===== config.mk =====
export PLATFORM = sky130hd
export DESIGN_NAME = mch_dec_s2p_top
export DESIGN_NICKNAME = d
export VERILOG_FILES = /design/src/rtl/mch_dec_s2p_top.sv
export SDC_FILE = /design/constraint.sdc
export NUM_CORES = 1
export LEC_CHECK = 0
export ABC_AREA = 1
export CAP_MARGIN = 20
export CELL_PAD_IN_SITES_DETAIL_PLACEMENT = 1
export CELL_PAD_IN_SITES_GLOBAL_PLACEMENT = 1
export CORE_MARGIN = 1.5
export CORE_UTILIZATION = 35
export CTS_CLUSTER_SIZE = 16
export DETAILED_ROUTE_END_ITERATION = 10
export PLACE_DENSITY = 0.63
export SLEW_MARGIN = 20
export SYNTH_ARGS = -nofsm -noshare
export SYNTH_HDL_FRONTEND = slang
export SYNTH_SLANG_ARGS = --single-unit
export TNS_END_PERCENT = 1

===== constraint.sdc =====
create_clock -name clk -period 1.4 [get_ports clk]
set_input_delay 0.21 -clock clk [delete_from_list [all_inputs] [get_ports clk]]
set_output_delay 0.21 -clock clk [all_outputs]
set_load 0.02 [all_outputs]

===== src/rtl/mch_dec_s2p_top.sv =====
// -----------------------------------------------------------------------------
// mch_dec_s2p_top
// Manchester receive path. The serial line is oversampled with the system
// clock. Bit timing is recovered from mid-bit transitions, and one frame of
// NBYTES bytes is decoded and delivered byte by byte on a parallel port.
//
// Frame layout: one start bit (0), then NBYTES x 8 data bits, MSB first,
// byte 0 first. The line idles high.
// Coding: bit 1 = high then low; bit 0 = low then high.
//
// Ports
//   clk      in   system clock, rising edge
//   rst      in   asynchronous active-high reset
//   rxsdi    in   Manchester serial input (asynchronous to clk)
//   p_data   out  [7:0] last completed byte, held until the next one
//   d_sel    out  [2:0] index of the byte on p_data
//   p_valid  out  one-clock pulse when p_data/d_sel update
//   s2p_end  out  one-clock pulse with the last byte of a frame
//   err      out  one-clock pulse on a code violation (frame aborted)
// -----------------------------------------------------------------------------
module mch_dec_s2p_top #(
  parameter int HALF      = 25,  // system clocks per half bit cell, >= 4
  parameter int NBYTES    = 7,   // bytes per frame, 1..8
  parameter int IDLE_BITS = 2    // bit times of high line needed to arm
) (
  input  logic       clk,
  input  logic       rst,
  input  logic       rxsdi,
  output logic [7:0] p_data,
  output logic [2:0] d_sel,
  output logic       p_valid,
  output logic       s2p_end,
  output logic       err
);

  localparam int CELL     = 2 * HALF;
  localparam int S1_AT    = HALF / 2;
  localparam int S2_AT    = HALF + HALF / 2;
  localparam int IDLE_LIM = IDLE_BITS * CELL;
  localparam int CW       = $clog2(CELL);
  localparam int IW       = $clog2(IDLE_LIM + 1);

  typedef enum logic [1:0] {
    ST_IDLE,   // qualifying a long enough high line
    ST_ARMED,  // waiting for the falling edge of a start bit
    ST_START,  // inside the start bit cell
    ST_DATA    // receiving data bits
  } state_t;

  // ---------------------------------------------------------------------------
  // Input synchronizer and edge-detect register
  // ---------------------------------------------------------------------------
  logic [1:0] sync_q;
  logic       line_prev_q;
  logic       line;
  logic       line_edge;
  logic       line_fall;

  // NOTE: the synchronizer resets to the idle (high) level, not 0, so that
  // leaving reset does not fake a falling edge into the decoder.
  always_ff @(posedge clk or posedge rst) begin
    if (rst) begin
      sync_q      <= 2'b11;
      line_prev_q <= 1'b1;
    end else begin
      // NOTE: non-blocking assignments make every register sample the values
      // from before this edge, which is what makes the shift chain a chain.
      sync_q      <= {sync_q[0], rxsdi};
      line_prev_q <= sync_q[1];
    end
  end

  assign line      = sync_q[1];
  assign line_edge = line ^ line_prev_q;
  assign line_fall = line_prev_q & ~line;

  // ---------------------------------------------------------------------------
  // Decoder state
  // ---------------------------------------------------------------------------
  state_t          state_q,   state_d;
  logic [CW-1:0]   cnt_q,     cnt_d;
  logic [IW-1:0]   idle_q,    idle_d;
  logic            s1_q,      s1_d;
  logic [7:0]      shift_q,   shift_d;
  logic [2:0]      bit_q,     bit_d;
  logic [2:0]      byte_q,    byte_d;
  logic [7:0]      p_data_q,  p_data_d;
  logic [2:0]      d_sel_q,   d_sel_d;
  logic            p_valid_q, p_valid_d;
  logic            s2p_end_q, s2p_end_d;
  logic            err_q,     err_d;

  logic          at_s1, at_s2, at_end, in_win;
  logic [CW-1:0] cnt_run;

  assign at_s1  = (cnt_q == CW'(S1_AT));
  assign at_s2  = (cnt_q == CW'(S2_AT));
  assign at_end = (cnt_q == CW'(CELL - 1));
  assign in_win = (cnt_q > CW'(S1_AT)) && (cnt_q < CW'(S2_AT));

  // Free-running cell counter with mid-bit resync: an edge inside the window
  // around mid-cell is taken as the mid-bit transition and re-centres the cell.
  always_comb begin
    if (line_edge && in_win) cnt_run = CW'(HALF);
    else if (at_end)         cnt_run = '0;
    else                     cnt_run = cnt_q + 1'b1;
  end

  always_comb begin
    // NOTE: every signal written here gets a default first; a path that left
    // one unassigned would infer a latch.
    state_d   = state_q;
    cnt_d     = cnt_run;
    idle_d    = '0;
    s1_d      = s1_q;
    shift_d   = shift_q;
    bit_d     = bit_q;
    byte_d    = byte_q;
    p_data_d  = p_data_q;
    d_sel_d   = d_sel_q;
    p_valid_d = 1'b0;
    s2p_end_d = 1'b0;
    err_d     = 1'b0;

    unique case (state_q)
      ST_IDLE: begin
        cnt_d = '0;
        if (!line) begin
          idle_d = '0;
        end else if (idle_q == IW'(IDLE_LIM - 1)) begin
          state_d = ST_ARMED;
        end else begin
          idle_d = idle_q + 1'b1;
        end
      end

      ST_ARMED: begin
        cnt_d = '0;
        if (line_fall) state_d = ST_START;
      end

      ST_START: begin
        if (at_s1 && line) begin
          // Too short to be a start bit: treat as a glitch, stay armed.
          state_d = ST_ARMED;
        end else if (at_s2 && !line) begin
          err_d   = 1'b1;
          state_d = ST_IDLE;
        end else if (at_end) begin
          state_d = ST_DATA;
          bit_d   = '0;
          byte_d  = '0;
        end
      end

      ST_DATA: begin
        if (at_s1) s1_d = line;
        if (at_s2) begin
          if (line == s1_q) begin
            err_d   = 1'b1;
            state_d = ST_IDLE;
          end else begin
            shift_d = {shift_q[6:0], s1_q};
            bit_d   = bit_q + 3'd1;
            if (bit_q == 3'd7) begin
              p_data_d  = shift_d;
              d_sel_d   = byte_q;
              p_valid_d = 1'b1;
              if (byte_q == 3'(NBYTES - 1)) begin
                s2p_end_d = 1'b1;
                state_d   = ST_IDLE;
              end else begin
                byte_d = byte_q + 3'd1;
              end
            end
          end
        end
      end

      default: state_d = ST_IDLE;
    endcase
  end

  always_ff @(posedge clk or posedge rst) begin
    if (rst) begin
      state_q   <= ST_IDLE;
      cnt_q     <= '0;
      idle_q    <= '0;
      s1_q      <= 1'b0;
      shift_q   <= '0;
      bit_q     <= '0;
      byte_q    <= '0;
      p_data_q  <= '0;
      d_sel_q   <= '0;
      p_valid_q <= 1'b0;
      s2p_end_q <= 1'b0;
      err_q     <= 1'b0;
    end else begin
      state_q   <= state_d;
      cnt_q     <= cnt_d;
      idle_q    <= idle_d;
      s1_q      <= s1_d;
      shift_q   <= shift_d;
      bit_q     <= bit_d;
      byte_q    <= byte_d;
      p_data_q  <= p_data_d;
      d_sel_q   <= d_sel_d;
      p_valid_q <= p_valid_d;
      s2p_end_q <= s2p_end_d;
      err_q     <= err_d;
    end
  end

  assign p_data  = p_data_q;
  assign d_sel   = d_sel_q;
  assign p_valid = p_valid_q;
  assign s2p_end = s2p_end_q;
  assign err     = err_q;

endmodule


# == After elaboration in Yosys (flattened, before gate mapping) ==
# Index checks and enable logic that the tools add are counted.
# Widths: inputs -> output; s select.
# word_totals
wordCells,103
ff_bits,46
in_bits,3
output_inout_bits,14
# op_classes
n_bitwise,4
muxes,42
n_addsub,4
magnitude_cmp,2
n_reduce_logical,14
eq_ne,23
# ops
cell,count
$mux 3,9
$mux 7,3
$mux 2,10
$ne 2x2->1 const B,10
$mux 6,3
$mux 1,13
$eq 6x6->1 const B,2
$pmux 3 s2,2
$pmux 2 s4,1
$reduce_and 8->1,1
$add 7x1->7 const B,1
$eq 7x7->1 const B,1
$reduce_and 7->1,1
$add 3x1->3 const B,2
$add 6x1->6 const B,1
$eq 3x3->1 const B,2
$eq 6x4->1 const B,1
$gt 6x4->1 const B,1
$lt 6x6->1 const B,1
$ne 3x3->1 const B,2
$reduce_and 6->1,1
$eq 2x2->1 const B,2
$logic_and 1x1->1,4
$ne 4x4->1 const B,1
other kinds (13),14

# == Depth between registers and ports, before layout ==
# Gate-level depths: netlist (run 1).
# logic_depth
word_depth,6
depth_mapped,11
depth_no_buf,11

# == Least setup slack after synthesis (run 1) ==
# Ideal clock, no wire load.
# synth_path
path_type,reg-to-reg
start,register sync_q[1]
end,register cnt_q[5]
setup_slack_ps,-63
arrival_ps,1345
path_stages_with_launch,9
n_path_buf,0
period_less_slack_ps,1463
required_time_ps,1282
setup_ps,118
path_cell_list,dfstp_2 > inv_1 > ha_1 > inv_1 > nand2_1 > a21oi_1 > nand3_1 > nand2_1 > nor2_1
# synth_between
elab_chain_cells,4
# synth_lines
item,line_no,source
from (decl),53,logic [1:0] sync_q;
from (signal assigned),68,"sync_q <= {sync_q[0], rxsdi};"
$xor 1x1->1,74,assign line_edge = line ^ line_prev_q;
$logic_and 1x1->1,104,if (line_edge && in_win) cnt_run = CW'(HALF);
$mux 6,104,
$mux 6,125,unique case (state_q)
named net cnt_d[5],81,"logic [CW-1:0] cnt_q, cnt_d;"
to (signal assigned),200,cnt_q <= cnt_d;
to (decl),81,
# The timed path passes the listed nets, and every way through them passes these cells.
# A chain may end at the register's enable or synchronous reset.

# == Final worst setup path (run 1) ==
# layout_path
start,register cnt_q[1]
end,register p_data_q[1] (netlist: p_data[1])
# layout_between
elab_chain_cells,2
# layout_lines
item,line_no,source
$eq 6x6->1,97,assign at_s2 = (cnt_q == CW'(S2_AT));
$reduce_and 4->1 (no source line),-,
to (signal assigned),206,p_data_q <= p_data_d;
to (decl),87,"logic [7:0] p_data_q, p_data_d;"
# No other way between the ends.

==> results of run 1 <==
==> per-stage QoR <==
stage / TNS [ns] / instances
floorplan: -0.000933 / 269
global placement: -1.27 / 383
detailed placement: -1.80 / 383
CTS: -1.23 / 391
global route: -4.10 / 391
finish: -1.03 / 391
==> cell usage after synthesis (all sizes together) <==
cell type	n
nand2	82
dfrtp	43
inv	37
nor2	32
o21ai	22
nand3	19
ha	10
buf	6
xnor2	5
a21oi	3
dfstp	3
xor2	3
nand3b	1
nand4	1
nor3	1
o32ai	1
==> per-layer routing <==
layer,vias up,track usage,part of all wire,wire length [um]
li1,917,-,-,-
met3,4,0.0360,0.028,129
met5,-,0,0,0
met4,0,0.0396,0.011,51
met1,833,0.195,0.49,2300
met2,15,0.225,0.47,2200
==> tightest hold or removal path, stage by stage <==
cell and delay [ns]:
sky130_fd_sc_hd__clkdlybuf4s50_1 0.41, sky130_fd_sc_hd__inv_2 0.07, sky130_fd_sc_hd__buf_12 0.25
==> report_power, final <==
part | internal [mW] | leakage [nW] | total, mW | switching (mW)
clock | 0.361 | 0.0447 | 0.874 | 0.513
combinational | 0.0438 | 0.837 | 0.104 | 0.0599
sequential | 1.34 | 0.627 | 1.35 | 0.00735
total | 1.75 | 1.51 | 2.33 | 0.580
==> registers in the layout, indices dropped and copies added, names as in the netlist <==
name and cells:
p_valid 1, err 1, line_prev_q 1, s1_q 1
p_data 8, bit_q 3, byte_q 3, idle_q 7
state_q 2, sync_q 2, s2p_end 1, shift_q 7
d_sel 3, cnt_q 6
==> how the worst min path moves through the flow <==
| stage | slack, ns | to | depth (start not counted) |
|---|---|---|---|
| finish | 0.24 | p_data[2] | 3 |
| detailed placement | 0.36 | sync_q[1] | 0 |
| global placement | 0.36 | sync_q[1] | 0 |
| CTS | 0.26 | idle_q[2] | 3 |
| global route | 0.27 | p_data[2] | 3 |
| floorplan | 0.21 | sync_q[0] | 0 |
==> area by class of cell <==
type                       instances  area share
clock buffer                       5      0.0230
clock inverter                     3     0.00836
inverter                          37      0.0473
multi-input combinational        180       0.373
sequential                        46       0.387
tap                               77      0.0322
timing repair buffer              43       0.129
==> timing repair <==
| action | in CTS | in global routing |
|---|---|---|
| resized for setup | 33 | 12 |
| setup endpoints to repair | 47 | 40 |
| hold buffers | 0 | 0 |
| pin swaps | 5 | 3 |
==> logic make-up (layout without fill, tap and decap cells) <==
logic type,after synthesis,in the layout,synth area share
adder cells (fa/ha/maj),10,10,0.0526
AO/OA/AOI/OAI,26,26,0.0705
buffers and inverters,43,88,0.0862
XOR/XNOR,8,8,0.0294
AND/OR/NAND/NOR,136,136,0.276
flip-flops,46,46,0.485
==> results.md, run 1 <==
| Result | This run | Unit |
|:---|:---|:---|
| Outcome | finished, violations left | - |
| Violations in the final reports | design-rule violations, negative setup slack | - |
| Horizontal die dimension | 85.5 | um |
| Via count of the first global-routing pass | 1806 | - |
| Category of the worst setup path capture point | flip-flop | - |
| Worst Reg-to-Reg Cells | 10 | - |
| Cell Chain, Critical Path | inv_2 -> ha_4 -> nand2_4 -> nor2_4 -> nand2_4 -> nor2_4 -> nand2_4 -> buf_12 -> nand2_2 -> o21ai_2 | - |
| Die height | 85.5 | um |
| Area share of the largest cell type after synthesis | 0.452 | - |
| Proportion of layout cells with a drive suffix above 1 | 0.338 | - |
| Most area-consuming cells after synthesis | sky130_fd_sc_hd__dfrtp_1, sky130_fd_sc_hd__nand2_1, sky130_fd_sc_hd__ha_1, sky130_fd_sc_hd__inv_1, sky130_fd_sc_hd__nand2_2 | - |
| Number of buffers created by CTS | 5 | - |
| Initial antenna violation count | 0 | - |
| Flip-flop and latch count after synthesis | 46 | - |
| Synth Instances | 269 | - |
| TritonCTS Sinks | 46 | - |
| Static Leakage | 1.51 | nW |
| Total area of multi-input combinational cells | 1120 | um^2 |
| Setup slack of the worst register-to-register path | -0.08 | ns |
| RSZ-0062 raised after global routing | true | - |
| Minimum clock period after layout | 1.48 | ns |
| Synthesized area per cell | 8.85 | um^2 |
| Register area | 1160 | um^2 |
| Endpoint of the most critical setup path | p_data[1] | - |
| Cell type contributing the most total cell area after synthesis | sky130_fd_sc_hd__dfrtp_1 | - |
| Antenna diode count | 0 | - |
| Net count, final | 326 | - |
| Share of the clock period used by the worst path | 1.06 | - |
| Worst Setup SP | cnt_q[1] | - |
| Initial core utilization | 0.368 | - |
| Clock network latency to the later pin of the worst-skew pair | 0.31 | ns |
| Actual transition at the worst max-transition pin | 0.327 | ns |
| Final hold violation count | 0 | - |
| Largest delay share family, worst path | simple AND/OR/NAND/NOR gates | - |
| Residual antenna-violating net count after detailed routing | 0 | - |
| CTS tree | done | - |
| Finished Core Util | 0.463 | - |
| Maximum fanout along the worst path | 15 | - |
| Final setup margin | -0.0788 | ns |
| Overall die area | 7300 | um^2 |
| Worst setup skew after layout | 0.00357 | ns |
| Slew Limit Fails | 0 | - |
| Detailed placement HPWL | 3510 | um |
| Global-route wire length before repair | 8260 | um |
| Syn Nets | 282 | - |
| Number of DRC violations after detailed routing | 1 | - |
| Highest Clock Rate | 676 | MHz |
| Worst slack at placement | -0.0893 | ns |
| Area of all placed cells without fillers | 2990 | um^2 |
| Wirelength per Cell | 12.0 | um |
| Cell repeated most along the worst path | sky130_fd_sc_hd__nand2_4 | - |
| Slowest-stage cell, CP | sky130_fd_sc_hd__dfrtp_1 | - |
| Top-Level Pins | 17 | - |
| Critical path depth in cells | 10 | - |
| Worst relative slew slack | 0.782 | - |
| Worst hold slack | 0.243 | ns |
| Gpl congestion | 0.741 | - |
| Length of the first detailed-routing pass in iterations | 7 | - |
| Post-CTS setup repair buffer count | 0 | - |
| Combined area of all synthesized cells | 2380 | um^2 |
| FF-to-FF Start | cnt_q[1] | - |
| Stage delay of the slowest cell on the critical path | 0.40 | ns |
| Buffers from clock root to sink, at most | 2 | - |
| Count of filler cells inserted in the layout | 790 | - |
| Average via count per standard cell | 4.52 | - |
| Post-synth cell types | 25 | - |
| DP Area | 2840 | um^2 |
| Vias post-DR | 1769 | - |
| Area growth, synth to finish | 25.7 | % |
| Port Buffer Count | 16 | - |
| WP buf/inv | 2 | - |
| Worst hold path type | in2async | - |
| Total of max-cap violations | 0 | - |
| Number of warnings issued by yosys | 0 | - |
| Setup violation total in the final timing report | 20 | - |
| Combined global-route utilization of all metal layers | 0.143 | - |
| Remaining global-route overflow | 0 | - |
| Post-layout power | 2.33 | mW |
| Fraction of the yosys area taken by sequential cells | 0.485 | - |
| Detailed Route Iter0 Violations | 57 | - |
| Kind of start point of the critical path | flip-flop | - |
| Commonest cells after routing, fill and taps aside | sky130_fd_sc_hd__nand2_1, sky130_fd_sc_hd__dfrtp_1, sky130_fd_sc_hd__inv_1 | - |
| FP Rows | 29 | - |
| Worst IR drop on VDD | 0.420 | mV |
| CP Data Required Time | 1.61 | ns |
| CTS H-Tree Depth | 2 | - |
| Clock-pin transition on the worst setup and hold timing paths | 0.10 | ns |
| Worst setup path class | reg2reg | - |
| Reg-to-Reg End | p_data[1] | - |
| Largest net degree at the start of global routing | 47 | - |
| Total routed wirelength | 4680 | um |
| Power density over the cells | 778 | nW/um^2 |
| CTS root buf | sky130_fd_sc_hd__clkbuf_8 | - |
| Most common library cell in the layout ignoring fill and taps | sky130_fd_sc_hd__nand2_1 | - |
| Area of the core region | 6460 | um^2 |
| Arrival time at the worst endpoint | 1.69 | ns |
No activity file was read; power rests on OpenSTA's default activity.
==> run 2: changes to the inputs <==
PLACE_DENSITY = 0.6   (was 0.63)
clock period = 1.6 ns   (was 1.4 ns; I/O delays follow)
==> results.md, run 2 (synthesis results as in run 1) <==
| Result | This run | Unit |
|:---|:---|:---|
| Flip-flop count of the largest register after layout | 8 | - |
| Power share of the clock group | 0.417 | - |
| Total routed wirelength | 4940 | um |
| WP buf/inv | 1 | - |
| Final hold violation count | 0 | - |
| Maximum fanout along the worst path | 2 | - |
| FF-to-FF Start | cnt_q[1] | - |
| Worst hold path type | in2async | - |
| Kind of start point of the critical path | flip-flop | - |
| Proportion of power drawn by combinational gates | 0.033 | - |
| Commonest cells after routing, fill and taps aside | sky130_fd_sc_hd__nand2_1, sky130_fd_sc_hd__dfrtp_1, sky130_fd_sc_hd__inv_1 | - |
| Total of max-cap violations | 0 | - |
| Area growth, synth to finish | 24.6 | % |
| Number of buffers created by CTS | 5 | - |
| CTS tree | done | - |
| Setup slack of the worst register-to-register path | 0.06 | ns |
| Most common library cell in the layout ignoring fill and taps | sky130_fd_sc_hd__nand2_1 | - |
| Initial antenna violation count | 0 | - |
| CP Data Required Time | 1.36 | ns |
| CTS root buf | sky130_fd_sc_hd__clkbuf_8 | - |
| Port Buffer Count | 16 | - |
| Static Leakage | 1.41 | nW |
| Gpl congestion | 0.730 | - |
| Placed cells | 362 | - |
| Top-Level Pins | 17 | - |
| Category of the worst setup path capture point | output pin | - |
| Finished Core Util | 0.459 | - |
| Proportion of layout cells with a drive suffix above 1 | 0.295 | - |
| Antenna diode count | 0 | - |
| Worst setup path class | reg2out | - |
| Int Power | 1.67 | mW |
| Residual antenna-violating net count after detailed routing | 0 | - |
| Combined global-route utilization of all metal layers | 0.151 | - |
| Hold Buf Count CTS | 0 | - |
| Arrival time at the worst endpoint | 1.32 | ns |
| Final setup margin | 0.0361 | ns |
| Setup violation total in the final timing report | 0 | - |
| Power density over the cells | 725 | nW/um^2 |
| Clock network latency to the later pin of the worst-skew pair | 0.31 | ns |
| Wirelength per Cell | 12.9 | um |
| Clock-pin transition on the worst setup and hold timing paths | 0.09 | ns |
| Average via count per standard cell | 4.67 | - |
| Sequential share of power | 0.550 | - |
| Global-route wire length before repair | 8690 | um |
| Via count of the first global-routing pass | 1885 | - |
| Share of the clock period used by the worst path | 0.977 | - |
| Largest net degree at the start of global routing | 47 | - |
| CTS H-Tree Depth | 2 | - |
| Outcome | finished, violations left | - |
| Cell Chain, Critical Path | clkdlybuf4s50_1 | - |
| Worst IR drop on VDD | 0.419 | mV |
| Remaining global-route overflow | 0 | - |
| Reg-to-Reg End | p_data[0] | - |
| Slowest-stage cell, CP | sky130_fd_sc_hd__clkdlybuf4s50_1 | - |
| Highest Clock Rate | 639 | MHz |
| Largest delay share family, worst path | buffers and inverters | - |
| Worst Reg-to-Reg Cells | 10 | - |
| Net count, final | 317 | - |
| Die height | 85.5 | um |
| Stage delay of the slowest cell on the critical path | 0.62 | ns |
| Slew Limit Fails | 0 | - |
| Length of the first detailed-routing pass in iterations | 7 | - |
| Violations in the final reports | design-rule violations | - |
| Minimum clock period after layout | 1.56 | ns |
| Net Sw Frac | 0.224 | - |
| Worst hold slack | 0.280 | ns |
| Initial core utilization | 0.368 | - |
| Detailed Route Iter0 Violations | 30 | - |
| Actual transition at the worst max-transition pin | 0.325 | ns |
| Switching power | 0.481 | mW |
| Count of filler cells inserted in the layout | 754 | - |
| Buffers from clock root to sink, at most | 2 | - |
| RSZ-0062 raised after global routing | true | - |
| Worst relative slew slack | 0.783 | - |
| Worst setup skew after layout | 0.00691 | ns |
| Vias post-DR | 1785 | - |
| Final Non-Filler Cells | 382 | - |
| FP Rows | 29 | - |
| Setup total negative slack | 0 | ns |
| Detailed placement HPWL | 3370 | um |
| Area of the core region | 6460 | um^2 |
| Horizontal die dimension | 85.5 | um |
| Worst slack at placement | -0.0836 | ns |
| Overall die area | 7300 | um^2 |
| Number of DRC violations after detailed routing | 1 | - |
| TritonCTS Sinks | 46 | - |
run 2: cell count changes in the layout (fill, tap and decap cells not counted), sizes merged:
cell / change
clkdlybuf4s50: +14
dlygate4sd2: -14
buf: -11
nand2: +2
bufinv: +1
clkinvlp: -1
run 2: worst max-delay path by stage:
| stage | depth (start not counted) | end | start | slack (ns) |
|---|---|---|---|---|
| 6_report | 1 | p_data[0] | p_data[0] | 0.04 |
| 5_1_grt | 10 | p_data[0] | cnt_q[1] | -0.02 |
| 4_1_cts | 9 | shift_q[6] | sync_q[1] | -0.0007 |
| 3_5_place_dp | 10 | d_sel[2] | cnt_q[1] | -0.08 |
| 3_3_place_gp | 8 | cnt_q[5] | sync_q[1] | -0.02 |
| 2_1_floorplan | 8 | cnt_q[5] | sync_q[1] | 0.14 |
run 2: stage by stage:
step	power [mW]	cell area, um^2
final	2.15	2970
after global routing	2.26	2970
after CTS	2.21	2820
after detailed placement	1.27	2630
after global placement	1.27	2630
after floorplan	1.24	2380
run 2: routing by layer:
layer | track usage | share of wire | up-vias
li1 | - | - | 905
met1 | 0.199 | 0.49 | 856
met2 | 0.240 | 0.47 | 16
met3 | 0.0292 | 0.022 | 8
met4 | 0.0704 | 0.021 | 0
met5 | 0 | 0 | -
run 2: cell type report:
| class | count | area (um^2) | area share |
|---|---|---|---|
| flip-flops and latches | 46 | 1160 | 0.390 |
| multi-input cells | 182 | 1140 | 0.383 |
| repair buffers | 32 | 320 | 0.108 |
| inverters | 37 | 144 | 0.0485 |
| well taps | 77 | 96.3 | 0.0325 |
| clock buffers | 5 | 68.8 | 0.0232 |
| clock inverters | 3 | 43.8 | 0.0148 |
run 2: worst register-to-register path, delay by kind of cell, from the launching register on:
| family | cells | cell delay, ns |
|---|---|---|
| flops | 1 | 0.40 |
| simple gates | 6 | 0.60 |
| buf+inv | 2 | 0.26 |
| fa+ha+maj | 1 | 0.15 |
| compound gates | 1 | 0.04 |
run 2: repair_timing:
item	4_1_cts	5_1_grt
pin swaps	2	9
buffers inserted	1	8
setup endpoints to repair	19	31
gates resized for setup	10	26
cloned	2	1
run 2: power groups by stage:
| stage | registers (mW) | clock network [mW] | logic [mW] |
|---|---|---|---|
| 2_1_floorplan | 1.20 | 0 | 0.0411 |
| 3_3_place_gp | 1.21 | 0 | 0.0685 |
| 3_5_place_dp | 1.21 | 0 | 0.0696 |
| 4_1_cts | 1.18 | 0.954 | 0.0708 |
| 5_1_grt | 1.18 | 0.989 | 0.0826 |
| 6_report | 1.18 | 0.897 | 0.0702 |
